**config.mk**
```make
export PLATFORM = sky130hd
export DESIGN_NAME = overflow_split_accumulator
export DESIGN_NICKNAME = d
export VERILOG_FILES = /design/src/rtl/overflow_split_accumulator_pkg.sv /design/src/rtl/oau_lane_acc.sv /design/src/rtl/overflow_split_accumulator.sv
export SDC_FILE = /design/constraint.sdc
export NUM_CORES = 1
export LEC_CHECK = 0
export CORE_MARGIN = 2
export CORE_UTILIZATION = 45
export DETAILED_ROUTE_END_ITERATION = 10
export PLACE_DENSITY = 0.73
export SYNTH_ARGS = -nofsm -noshare
export SYNTH_HDL_FRONTEND = slang
export SYNTH_SLANG_ARGS = --single-unit
```
**constraint.sdc**
```tcl
create_clock -name clk -period 3.43 [get_ports clk]
set_input_delay 1.029 -clock clk [delete_from_list [all_inputs] [get_ports clk]]
set_output_delay 1.029 -clock clk [all_outputs]
set_load 0.02 [all_outputs]
```
**src/rtl/overflow_split_accumulator_pkg.sv**
```systemverilog
// rtl/overflow_split_accumulator_pkg.sv - shared state type, lane offsets and overflow-aware adder
package overflow_split_accumulator_pkg;

  typedef enum logic {ACCUM = 1'b0, HOLD = 1'b1} state_t;

  localparam int MAX_W = 64;

  typedef struct packed {
    logic [MAX_W-1:0] sum;
    logic             ovf;
  } add_res_t;

  function automatic int lane_lo(input int lane, input int width);
    return lane * width;
  endfunction

  // Operands arrive sign-extended to MAX_W, so the wide sum is exact; overflow
  // is judged against the signed range of the w-bit accumulator.
  function automatic add_res_t sat_add(input logic signed [MAX_W-1:0] a,
                                       input logic signed [MAX_W-1:0] b,
                                       input int w, input logic sat);
    logic signed [MAX_W-1:0] s;
    logic signed [MAX_W-1:0] one;
    logic signed [MAX_W-1:0] hi;
    logic signed [MAX_W-1:0] lo;
    add_res_t r;
    one = MAX_W'(1);
    s = a + b;
    hi = (one <<< (w - 1)) - one;
    lo = -(one <<< (w - 1));
    r.ovf = (s > hi) || (s < lo);
    if (sat && (s > hi)) r.sum = hi;
    else if (sat && (s < lo)) r.sum = lo;
    else r.sum = s;
    return r;
  endfunction

endpackage

```
**src/rtl/oau_lane_acc.sv**
```systemverilog
// rtl/oau_lane_acc.sv - single-lane signed accumulator with sticky overflow
// OAU_SATURATE_EN selects clamping instead of two's-complement wrap.
module oau_lane_acc
  import overflow_split_accumulator_pkg::*;
#(
  parameter int IN_WIDTH    = 16,
  parameter int ACCUM_WIDTH = 32
) (
  input  logic                   clk,
  input  logic                   rst,
  input  logic                   add_en,
  input  logic                   clr,
  input  logic [IN_WIDTH-1:0]    data,
  output logic [ACCUM_WIDTH-1:0] acc_nxt,
  output logic                   ovf_nxt
);

  logic [ACCUM_WIDTH-1:0] acc;
  logic                   ovf;
  logic                   sat;
  add_res_t               r;
  logic                   unused_sum;

`ifdef OAU_SATURATE_EN
  assign sat = 1'b1;
`else
  assign sat = 1'b0;
`endif

  assign unused_sum = ^r.sum[MAX_W-1:ACCUM_WIDTH];

  // A clamped lane stays pinned until the burst closes.
  always_comb begin
    r       = sat_add(MAX_W'(signed'(acc)), MAX_W'(signed'(data)), ACCUM_WIDTH, sat);
    acc_nxt = acc;
    ovf_nxt = ovf;
    if (add_en && !(sat && ovf)) begin
      acc_nxt = r.sum[ACCUM_WIDTH-1:0];
      ovf_nxt = ovf | r.ovf;
    end
  end

  always_ff @(posedge clk) begin
    if (rst || clr) begin
      acc <= '0;
      ovf <= 1'b0;
    end else begin
      acc <= acc_nxt;
      ovf <= ovf_nxt;
    end
  end

endmodule

```
**src/rtl/overflow_split_accumulator.sv**
```systemverilog
// rtl/overflow_split_accumulator.sv - multi-lane burst accumulator with MSP/LSP split output
// OAU_SATURATE_EN makes lanes clamp on overflow instead of wrapping.
module overflow_split_accumulator
  import overflow_split_accumulator_pkg::*;
#(
  parameter int LANES       = 4,
  parameter int IN_WIDTH    = 16,
  parameter int ACCUM_WIDTH = 32,
  parameter int SPLIT_POINT = ACCUM_WIDTH / 2,
  parameter int CNT_WIDTH   = 8
) (
  input  logic                         clk,
  input  logic                         rst,
  input  logic                         in_valid,
  output logic                         in_ready,
  input  logic [LANES*IN_WIDTH-1:0]    in_data,
  input  logic                         in_last,
  output logic                         out_valid,
  input  logic                         out_ready,
  output logic [LANES*ACCUM_WIDTH-1:0] out_msp,
  output logic [LANES*ACCUM_WIDTH-1:0] out_lsp,
  output logic [LANES-1:0]             out_ovf,
  output logic [CNT_WIDTH-1:0]         out_beats
);

  state_t                       state;
  state_t                       state_nxt;
  logic                         xfer;
  logic                         last_xfer;
  logic                         slot_free;
  logic                         load_out;
  logic [LANES*ACCUM_WIDTH-1:0] acc_nxt;
  logic [LANES*ACCUM_WIDTH-1:0] out_acc;
  logic [LANES-1:0]             ovf_nxt;
  logic [CNT_WIDTH-1:0]         cnt;
  logic [CNT_WIDTH-1:0]         cnt_nxt;

  assign xfer      = in_valid && in_ready;
  assign last_xfer = xfer && in_last;
  assign slot_free = !out_valid || out_ready;
  // The output register takes a total either straight from a closing beat or from the held lanes.
  assign load_out  = (last_xfer && slot_free) || ((state == HOLD) && out_ready);

  assign cnt_nxt = (xfer && (cnt != {CNT_WIDTH{1'b1}})) ? cnt + CNT_WIDTH'(1) : cnt;

  always_ff @(posedge clk) begin
    if (rst) state <= ACCUM;
    else     state <= state_nxt;
  end

  always_comb begin
    state_nxt = state;
    case (state)
      ACCUM:   if (last_xfer && !slot_free) state_nxt = HOLD;
      HOLD:    if (out_ready) state_nxt = ACCUM;
      default: state_nxt = ACCUM;
    endcase
  end

  always_comb begin
    in_ready = (state == ACCUM);
  end

  always_ff @(posedge clk) begin
    if (rst || load_out) cnt <= '0;
    else                 cnt <= cnt_nxt;
  end

  always_ff @(posedge clk) begin
    if (rst) begin
      out_valid <= 1'b0;
      out_acc   <= '0;
      out_ovf   <= '0;
      out_beats <= '0;
    end else if (load_out) begin
      out_valid <= 1'b1;
      out_acc   <= acc_nxt;
      out_ovf   <= ovf_nxt;
      out_beats <= cnt_nxt;
    end else if (out_ready) begin
      out_valid <= 1'b0;
    end
  end

  for (genvar i = 0; i < LANES; i++) begin : g_lane
    localparam int IO = lane_lo(i, IN_WIDTH);
    localparam int AO = lane_lo(i, ACCUM_WIDTH);

    oau_lane_acc #(
      .IN_WIDTH   (IN_WIDTH),
      .ACCUM_WIDTH(ACCUM_WIDTH)
    ) u_lane (
      .clk    (clk),
      .rst    (rst),
      .add_en (xfer),
      .clr    (load_out),
      .data   (in_data[IO +: IN_WIDTH]),
      .acc_nxt(acc_nxt[AO +: ACCUM_WIDTH]),
      .ovf_nxt(ovf_nxt[i])
    );

    assign out_msp[AO +: ACCUM_WIDTH] =
      {{SPLIT_POINT{1'b0}}, out_acc[AO + SPLIT_POINT +: ACCUM_WIDTH - SPLIT_POINT]};
    assign out_lsp[AO +: ACCUM_WIDTH] =
      {{(ACCUM_WIDTH - SPLIT_POINT){1'b0}}, out_acc[AO +: SPLIT_POINT]};
  end

endmodule

```
==> summary.md, run 1 <==
| Metric | Value |
|---|---|
| Sink Count | 282 |
| Synth warn | 0 |
| CP Launch Point | in_data[27] |
| Met1 usage | 28.8% |
| Placer Congestion | 0.894 |
| Clock Latency Late Sink | 590 ps |
| Synth cell types | 71 |
| Final count of negative-setup-slack endpoints | 0 |
| Top Family by Delay on Critical Path | compound AO/OA/AOI/OAI gates |
| Final min period | 3360 ps |
| Static Leak | 10.4 nW |
| Synthesized instance count | 2032 |
| Met2 usage | 41.1% |
| Overall routing resource usage | 23.1% |
| CTS tree | built |
| Final Hold Viols | 0 |
| Vias per cell | 5.26 |
| Slew HR | 62.8% |
| Worst hold slack | 452 ps |
| Cts hold-fix bufs | 0 |
| Min-delay src | out_acc[38]$_SDFFE_PP0P_ |
| Post-DP HPWL | 34200 um |
| Synth Cell Area | 0.0167 mm^2 |
| First-pass detailed-route iteration total | 7 |
| Clock buffer depth | 3 |
| CP required | 3960 ps |
| Min-delay worst type | reg -> reg |
| CP startpoint kind | input port |
| Post-Route Setup TNS | 0 ps |
| Core area | 0.0366 mm^2 |
| CP dominant cell by count | a21o_1 |
| Antenna cells | 0 |
| Crit-path max cell delay | 440 ps |
| FF-to-FF Start | g_lane[1].u_lane.acc[0]$_SDFF_PP0_ |
| Pre-CTS WS | -871 ps |
| Routed wire length | 46500 um |
| Vias in the first global route | 15500 |
| Worst Tran Pin Value | 557 ps |
| Top FF cell, synth | dfxtp_1 |
| Peak supply drop | 420 uV |
| Vias | 15900 |
| Worst R2R Setup Slack | 380 ps |
| Max Slew Vio Count | 0 |
| Reg2Reg Depth | 12 |
| Outcome | completed |
| Hold EP | out_acc[38]$_SDFFE_PP0P_ |
| Kind of critical path | in -> reg |
| CTS clk-pin slew, worst paths | 60 ps |
| Gr ovfl total | 0 |
| Remaining routing DRC violations | 0 |
| Period utilization | 98.0% |
| Met3 usage | 3.44% |
| Sequential-to-total area share from yosys stat | 33.8% |
| Most frequent cells in the layout | 331 x buf_4, 282 x dfxtp_1, 225 x nand2_1, 195 x clkdlybuf4s50_1, 188 x nor2_1 |
| Worst setup margin | 70.1 ps |
| Cell Count, Final, Fillers Out | 3016 |
| CP Depth | 12 |
| Worst R2R End | out_ovf[1]$_SDFFE_PP0P_ |
| H-tree lvl count | 1 |
| Cell Rows | 70 |
| Final net count | 2727 |
| GRT busiest layer | met2 |
| Drt first-iter violations | 641 |
| Final core utilization | 62.2% |
| Endpoint class of the critical path | flop |
| TritonCTS buffer count | 31 |
| Die area | 0.0387 mm^2 |
| IO Port Bufs | 210 |
| Unrepaired setup endpoints after global routing | true |
| Clock Skew | 23.1 ps |
| CP Buf/Inv Count | 2 |
| Post-synth ARST share | 0% |
| Die X | 197 um |
| Global-route wire length before repair | 74900 um |
| Post-synth EDFFs | 0 |
| Synth Register Bits | 282 |
| WL/cell | 15.4 um |
| Initial antenna violation count | 0 |
| Initial Util | 45.6% |
| Dpl cells | 2953 |
| Fraction of final layout cells sized beyond drive strength 1 | 19.0% |
| Max FO, Critical Path | 3 |
| Hold depth | 2 |
| Max-cap violations | 0 |
| Largest net degree at the start of global routing | 76 |
| Slowest-stage cell, CP | clkdlybuf4s50_1 |
| # IOs | 339 |
| Commonest non-fill, non-tap cell in the layout | buf_4 |
| Critical path, cell by cell | clkdlybuf4s50_1 -> ha_1 -> a21o_1 -> a21o_1 -> a21oi_1 -> o2111a_1 -> a2111oi_4 -> buf_4 -> o41ai_4 -> o21ai_2 -> or3_1 -> nand3_1 |
| DRT antenna net count | 0 |
| Clock Root Buffer | clkbuf_16 |
| Avg Cell Area, Syn | 8.22 um^2 |
| Critical Path AT | 3890 ps |
| Power Density | 459 mW/mm^2 |
| Layout area overhead | 36.4% |
| Die Height | 197 um |
| F_max | 0.298 GHz |
-- layer usage --
metal  up-vias  wire length [um]
li1       7988                 -
met1      7437             20700
met2       356             22300
met3        81              2030
met4         0              1390
met5         -                 0
-- per-stage QoR --
stage	power [mW]	area [um^2]
finish	10.5	22800
global route	11.0	22800
detailed placement	6.88	21300
global placement	6.80	21300
CTS	10.5	22400
floorplan	5.71	17300
-- what timing repair did --
item                                    4_1_cts  5_1_grt
cloned                                        0        1
gates resized for setup                       7       77
setup buffers                                 2        4
pin swaps                                     8       27
endpoints found under the setup margin       23       76
-- sequential cells by signal, summed over array words and instances (netlist names) --
signal	count
out_beats	8
cnt	8
out_acc	128
out_ovf	4
state	1
g_lane.u_lane.acc	128
out_valid	1
g_lane.u_lane.ovf	4
-- worst min-delay path, delay by kind of cell (launching register included) --
family          cells  cell delay, ps
flops               1             320
compound gates      1              60
simple gates        1              40
-- logic make-up after synthesis --
family                   after synthesis  synth area share (%)
AO/OA/AOI/OAI                        598                  22.6
XOR/XNOR                             106                  5.56
adder cells (fa/ha/maj)              133                  10.1
buffers and inverters                250                  8.50
flip-flops                           282                  33.8
multiplexers                          51                  3.06
other                                  1                0.0225
AND/OR/NAND/NOR                      611                  16.3
-- power breakdown --
group	switching [mW]	internal [mW]	total, mW
combinational	1.72	1.53	3.25
sequential	0.153	3.53	3.68
clock	1.41	2.11	3.53
total	3.29	7.17	10.5
-- worst max-delay path by stage --
stage / to / slack (ps)
after global routing: g_lane[0].u_lane.acc[26]$_SDFF_PP0_ / -5
after floorplan: out_acc[30]$_SDFFE_PP0P_ / -10
after CTS: out_ovf[1]$_SDFFE_PP0P_ / -0.3
final: g_lane[1].u_lane.ovf$_SDFF_PP0_ / 70
after detailed placement: out_ovf[1]$_SDFFE_PP0P_ / -870
after global placement: out_ovf[1]$_SDFFE_PP0P_ / -830
-- cells in the mapped netlist (26+ instances only) --
master | n | area [um^2]
dfxtp_1 | 282 | 5650
nand2_1 | 228 | 856
nor2_1 | 190 | 713
o21ai_0 | 173 | 866
a21oi_1 | 155 | 776
ha_1 | 129 | 1610
buf_4 | 128 | 961
clkbuf_1 | 78 | 293
a21o_1 | 68 | 510
xnor2_1 | 61 | 534
mux2i_1 | 51 | 510
nand3_1 | 49 | 245
xor2_1 | 45 | 394
inv_1 | 31 | 116
nor3_1 | 27 | 135
and2_1 | 26 | 163
-- final cells by class --
type,instances,area [um^2]
flip-flops and latches,282,5650
multi-input cells,1627,10500
repair buffers,552,4810
well taps,468,586
clock inverters,13,189
inverters,31,116
clock buffers,43,891
fillers,3157,13800
No activity file was read; power rests on OpenSTA's default activity.
==> run 2: changes to the inputs <==
PLACE_DENSITY = 0.72   (was 0.73)
SYNTH_HIERARCHICAL = 1   (was default)
==> run 2 against run 1 <==
  * Area after synthesis is 14% higher
  * Via count grew 18%
  * Synthesized cell count is 17% higher
  * Die area is 13% higher
  * Combinational power rose by 22%
  * Critical path type unchanged
==> summary.md, run 2 <==
| Metric | Value |
|---|---|
| Unrepaired setup endpoints after global routing | true |
| Clock Skew | 18.1 ps |
| Sequential-to-total area share from yosys stat | 29.7% |
| Power Density | 448 mW/mm^2 |
| Initial antenna violation count | 0 |
| Period utilization | 99.2% |
| Post-synth top area cell | dfxtp_1 |
| Worst hold slack | 451 ps |
| Top cell type's share of synthesized area | 29.7% |
| WL/cell | 16.0 um |
| Clock power share | 33.4% |
| Crit-path max cell delay | 530 ps |
| TritonCTS buffer count | 35 |
| NetSw | 3.73 mW |
| Die X | 209 um |
| Cell Rows | 75 |
| Register Area | 0.00565 mm^2 |
| Critical path, cell by cell | clkdlybuf4s50_1 -> buf_6 -> buf_4 -> ha_4 -> and3_2 -> nand4_1 -> a311oi_2 -> nor4b_2 -> o31a_1 -> or4_4 -> nand3_2 |
| Core area | 0.0419 mm^2 |
| Gr ovfl total | 0 |
| Min-delay worst type | reg -> reg |
| Cts hold-fix bufs | 0 |
| Final net count | 3133 |
| Fraction of final layout cells sized beyond drive strength 1 | 23.8% |
| Final count of negative-setup-slack endpoints | 0 |
| DRT antenna net count | 0 |
| Remaining routing DRC violations | 0 |
| Area contributors post-synth | dfxtp_1 30%, ha_1 8.5%, nand2_1 8.3% |
| Kind of critical path | in -> reg |
| Overall routing resource usage | 24.3% |
| Max FO, Critical Path | 7 |
| Vias in the first global route | 18400 |
| Largest net degree at the start of global routing | 141 |
| Worst setup margin | 27.7 ps |
| Post-DP HPWL | 40300 um |
| Final core utilization | 61.3% |
| Die area | 0.0439 mm^2 |
| Drt first-iter violations | 864 |
| Switching Fraction | 32.5% |
| Top FF cell, synth | dfxtp_1 |
| Post-synth EDFFs | 0 |
| Internal | 7.76 mW |
| Most frequent cells in the layout | 416 x nand2_1, 409 x buf_4, 291 x a21oi_1, 282 x dfxtp_1, 202 x clkdlybuf4s50_1 |
| Area of the multi-input gates | 0.0126 mm^2 |
| Post-Route Setup TNS | 0 ps |
| Clock Latency Late Sink | 550 ps |
| Global-route wire length before repair | 89200 um |
| CP required | 3910 ps |
| Reg power frac | 32.0% |
| First-pass detailed-route iteration total | 5 |
| Clock buffer depth | 3 |
| Biggest registers after layout | g_lane.u_lane/acc (128), out_acc (128) |
| Vias | 18800 |
| Max-cap violations | 0 |
| Worst Tran Pin Value | 717 ps |
| Pre-CTS WS | -615 ps |
| Final Hold Viols | 0 |
| Placer Congestion | 0.933 |
| Clock Root Buffer | clkbuf_16 |
| Die Height | 209 um |
| Fill cell count | 3708 |
| Max Slew Vio Count | 0 |
| Synth Cell Area | 0.0190 mm^2 |
| H-tree lvl count | 2 |
| # IOs | 339 |
| CTS clk-pin slew, worst paths | 60 ps |
| Synth cell types | 93 |
| IO Port Bufs | 210 |
| Commonest non-fill, non-tap cell in the layout | nand2_1 |
| Avg Cell Area, Syn | 8.00 um^2 |
| Synth warn | 6 |
| Synth Register Bits | 282 |
| Critical Path AT | 3880 ps |
| Endpoint class of the critical path | flop |
| Post-synth ARST share | 0% |
| Vias per cell | 5.37 |
| Static Leak | 11.1 nW |
| Antenna cells | 0 |
| Synthesized instance count | 2375 |
| Outcome | completed |
| Final min period | 3400 ps |
| Slew HR | 52.1% |
| Peak supply drop | 444 uV |
| Top post-synthesis cells by count | 420 x nand2_1, 303 x a21oi_1, 282 x dfxtp_1 |
| Layout area overhead | 35.1% |
| Routed wire length | 55800 um |
| CTS tree | built |
| CP startpoint kind | input port |
| Logic pwr share | 34.5% |
| F_max | 0.294 GHz |
| Initial Util | 45.4% |
| Slowest-stage cell, CP | or4_4 |
| Sink Count | 282 |
| Top-count cell post-synth | nand2_1 |
run 2: final timing paths:
kind / endpoint / slack [ps] / cells after the start / from
hold / removal: out_acc[88]$_SDFFE_PP0P_ / 450 / 2 / out_acc[88]$_SDFFE_PP0P_
hold reg to reg: out_acc[88]$_SDFFE_PP0P_ / 450 / 2 / out_acc[88]$_SDFFE_PP0P_
setup / recovery: g_lane[2].u_lane/ovf$_SDFF_PP0_ / 30 / 11 / in_data[47]
setup reg to reg: out_acc[120]$_SDFFE_PP0P_ / 530 / 13 / g_lane[3].u_lane/acc[0]$_SDFF_PP0_
run 2: cell type report:
cell class / instances / share of cell area (%)
Tap cell: 539 / 2.63
Timing Repair Buffer: 631 / 21.0
Multi-Input combinational cell: 1938 / 49.2
Inverter: 43 / 0.639
Sequential cell: 282 / 22.0
Clock inverter: 14 / 0.726
Clock buffer: 47 / 3.86
run 2: logic make-up (layout without fill, tap and decap cells):
logic type / Yosys count / count (layout) / synth area share [%]
buffers and inverters: 282 / 735 / 9.00
other: 1 / 128 / 0.0197
AOI/OAI and AO/OA: 672 / 672 / 22.9
and+or+nand+nor: 861 / 861 / 21.9
adders and majority gates: 133 / 133 / 8.92
DFF: 282 / 282 / 29.7
muxes: 75 / 75 / 4.38
xor gates and xnor gates: 69 / 69 / 3.18
run 2: power groups by stage:
stage / Clock [mW] / Sequential (mW) / Combinational (mW)
floorplan: 0 / 3.83 / 2.29
global placement: 0 / 3.74 / 3.69
detailed placement: 0 / 3.75 / 3.77
CTS: 3.93 / 3.68 / 3.82
global route: 4.06 / 3.71 / 4.34
finish: 3.84 / 3.68 / 3.97
run 2: per-stage QoR:
| stage | cells | power (mW) | cell area (um^2) |
|---|---|---|---|
| floorplan | 2502 | 6.12 | 19500 |
| global placement | 3417 | 7.42 | 23900 |
| detailed placement | 3417 | 7.51 | 23900 |
| CTS | 3484 | 11.4 | 25100 |
| global route | 3494 | 12.1 | 25700 |
| finish | 3494 | 11.5 | 25700 |
run 2: routing by layer:
| metal | global-route usage (%) | up-vias | part of all wire [%] | wire (um) |
|---|---|---|---|---|
| met2 | 42.9 | 415 | 48 | 27000 |
| met4 | 9.00 | 0 | 3.3 | 1850 |
| met1 | 29.4 | 8927 | 43 | 24200 |
| met5 | 0 | - | 0 | 0 |
| met3 | 4.47 | 113 | 5.0 | 2780 |
| li1 | - | 9301 | - | - |
run 2: critical path, delay by kind of cell:
family | cells | cell delay [ps]
compound gates | 2 | 730
fa+ha+maj | 1 | 270
buf+inv | 3 | 760
simple gates | 5 | 1100
run 2: timing repair:
| action | CTS | global route |
|---|---|---|
| pin swaps | 19 | 43 |
| endpoints found under the setup margin | 9 | 79 |
| resized for setup | 7 | 103 |
| buffers inserted | 6 | 10 |
==> run 3: changes to the inputs <==
CORE_UTILIZATION = 30   (was 45)
PLACE_DENSITY = 0.51   (was 0.72)
==> run 3 against run 2 <==
  * Clock skew increased by 8.6 ps
  * First-iteration DRC count decreased by 12%
  * Critical endpoint is now out_ovf[3]$_SDFFE_PP0P_
  * Power increased by 2.2%
  * Worst setup slack improved by 27 ps
  * Global-route usage decreased by 7.0 points
==> summary.md, run 3 (synthesis results as in run 2) <==
| Metric | Value |
|---|---|
| Cell Rows | 92 |
| Peak supply drop | 351 uV |
| Min-delay src | out_acc[51]$_SDFFE_PP0P_ |
| Worst R2R Setup Slack | 460 ps |
| Critical path, cell by cell | dlygate4sd2_1 -> ha_2 -> fa_2 -> a211oi_2 -> o21bai_2 -> a211oi_4 -> buf_4 -> a311oi_2 -> nor4b_2 -> o31a_1 -> xnor2_1 -> a21o_1 -> nand2_1 -> a21oi_1 |
| Slowest-stage cell, CP | fa_2 |
| Kind of critical path | in -> reg |
| Dpl cells | 3714 |
| Total power | 11.8 mW |
| Vias in the first global route | 18500 |
| Initial Util | 30.2% |
| Final min period | 3380 ps |
| Placed Instance Area | 0.0242 mm^2 |
| Gr ovfl total | 0 |
| Unrepaired setup endpoints after global routing | true |
| Cell Count, Final, Fillers Out | 3800 |
| Vias | 18500 |
| Core area | 0.0629 mm^2 |
| Final core utilization | 41.7% |
| Cts hold-fix bufs | 0 |
| Slew HR | 45.8% |
| Clock Latency Late Sink | 560 ps |
| DRT antenna net count | 0 |
| Die area | 0.0654 mm^2 |
| Routed wire length | 59400 um |
| Min-delay worst type | reg -> reg |
| Power Density | 448 mW/mm^2 |
| CTS clk-pin slew, worst paths | 60 ps |
| Remaining routing DRC violations | 0 |
| Layout area overhead | 38.1% |
| F_max | 0.296 GHz |
| Max-cap violations | 0 |
| Largest net degree at the start of global routing | 141 |
| Period utilization | 98.4% |
| FF-to-FF Start | g_lane[3].u_lane/acc[0]$_SDFF_PP0_ |
| TritonCTS buffer count | 37 |
| Clock Skew | 26.8 ps |
| Final net count | 3130 |
| Final Hold Viols | 0 |
| Endpoint class of the critical path | flop |
| Commonest non-fill, non-tap cell in the layout | nand2_1 |
| Max FO, Critical Path | 3 |
| Worst Tran Pin Value | 811 ps |
| Die Height | 256 um |
| Drt first-iter violations | 758 |
| Fill cell count | 6375 |
| Sink Count | 282 |
| Global-route wire length before repair | 94400 um |
| WL/cell | 15.6 um |
| Worst hold slack | 453 ps |
| # IOs | 339 |
| Pre-CTS WS | -768 ps |
| Clock Root Buffer | clkbuf_16 |
| Final count of negative-setup-slack endpoints | 0 |
| Overall routing resource usage | 17.3% |
| Worst setup margin | 54.6 ps |
| Clock buffer depth | 3 |
| CP required | 3840 ps |
| Critical Path AT | 3780 ps |
| Most frequent cells in the layout | 418 x nand2_1, 405 x buf_4, 296 x a21oi_1, 282 x dfxtp_1, 199 x clkdlybuf4s50_1 |
| Design Area, Final | 0.0262 mm^2 |
| First-pass detailed-route iteration total | 5 |
| CTS tree | built |
| IO Port Bufs | 210 |
| Antenna cells | 0 |
| Post-Route Setup TNS | 0 ps |
| Placer Congestion | 0.865 |
| Die X | 256 um |
| Outcome | completed |
| H-tree lvl count | 2 |
| Post-DP HPWL | 43300 um |
| Fraction of final layout cells sized beyond drive strength 1 | 23.8% |
| Vias per cell | 4.86 |
| Biggest registers after layout | g_lane.u_lane/acc (128), out_acc (128) |
| Crit-path max cell delay | 380 ps |
| Initial antenna violation count | 3 |
| Max Slew Vio Count | 0 |
| CP startpoint kind | input port |
| CP Launch Point | in_data[48] |
| Static Leak | 11.2 nW |
==> run 3: cell count changes in the layout (fill, tap and decap cells not counted), moves of 4 or more <==
cell / delta
a21oi_1: +5
a21oi_2: -5
buf_4: -4
ha_1: -12
ha_4: +13
o21ai_0: -4
==> run 3: where the power goes <==
part           internal [mW]  switching (mW)  leakage (nW)
logic                   1.92            2.08          8.24
clock network           2.45            1.61         0.614
registers               3.53           0.158          2.30
==> run 3: final timing paths <==
path              cells past startpoint                        to
setup / recovery                     14   out_ovf[3]$_SDFFE_PP0P_
hold / removal                        2  out_acc[51]$_SDFFE_PP0P_
setup reg to reg                     13   out_ovf[3]$_SDFFE_PP0P_
hold reg to reg                       2  out_acc[51]$_SDFFE_PP0P_
==> run 3: cell type report <==
cell class	count	area [um^2]	area share, %
Clock buffer	45	996	3.80
Clock inverter	20	256	0.978
Inverter	43	164	0.625
Multi-Input combinational cell	1938	12800	48.6
Sequential cell	282	5650	21.5
Tap cell	846	1060	4.03
Timing Repair Buffer	626	5360	20.4
==> run 3: critical path: cells and delay by family <==
kind            cells  cell delay, ps
xor+xnor            1              90
fa+ha+maj           2             570
simple gates        2             420
buf+inv             2             410
compound gates      7            1270
==> run 3: metal layers <==
| metal | vias to the layer above | global-route usage, % | part of all wire, % |
|---|---|---|---|
| met3 | 88 | 3.48 | 4.8 |
| met1 | 8768 | 21.5 | 45 |
| met5 | - | 0 | 0.050 |
| met4 | 4 | 5.70 | 2.8 |
| li1 | 9306 | - | - |
| met2 | 320 | 29.7 | 47 |
==> run 3: what timing repair did <==
| action | CTS | global route |
|---|---|---|
| buffers inserted | 10 | 10 |
| endpoints found under the setup margin | 15 | 74 |
| cloned | 0 | 1 |
| gates resized for setup | 15 | 99 |
| pin swaps | 30 | 41 |
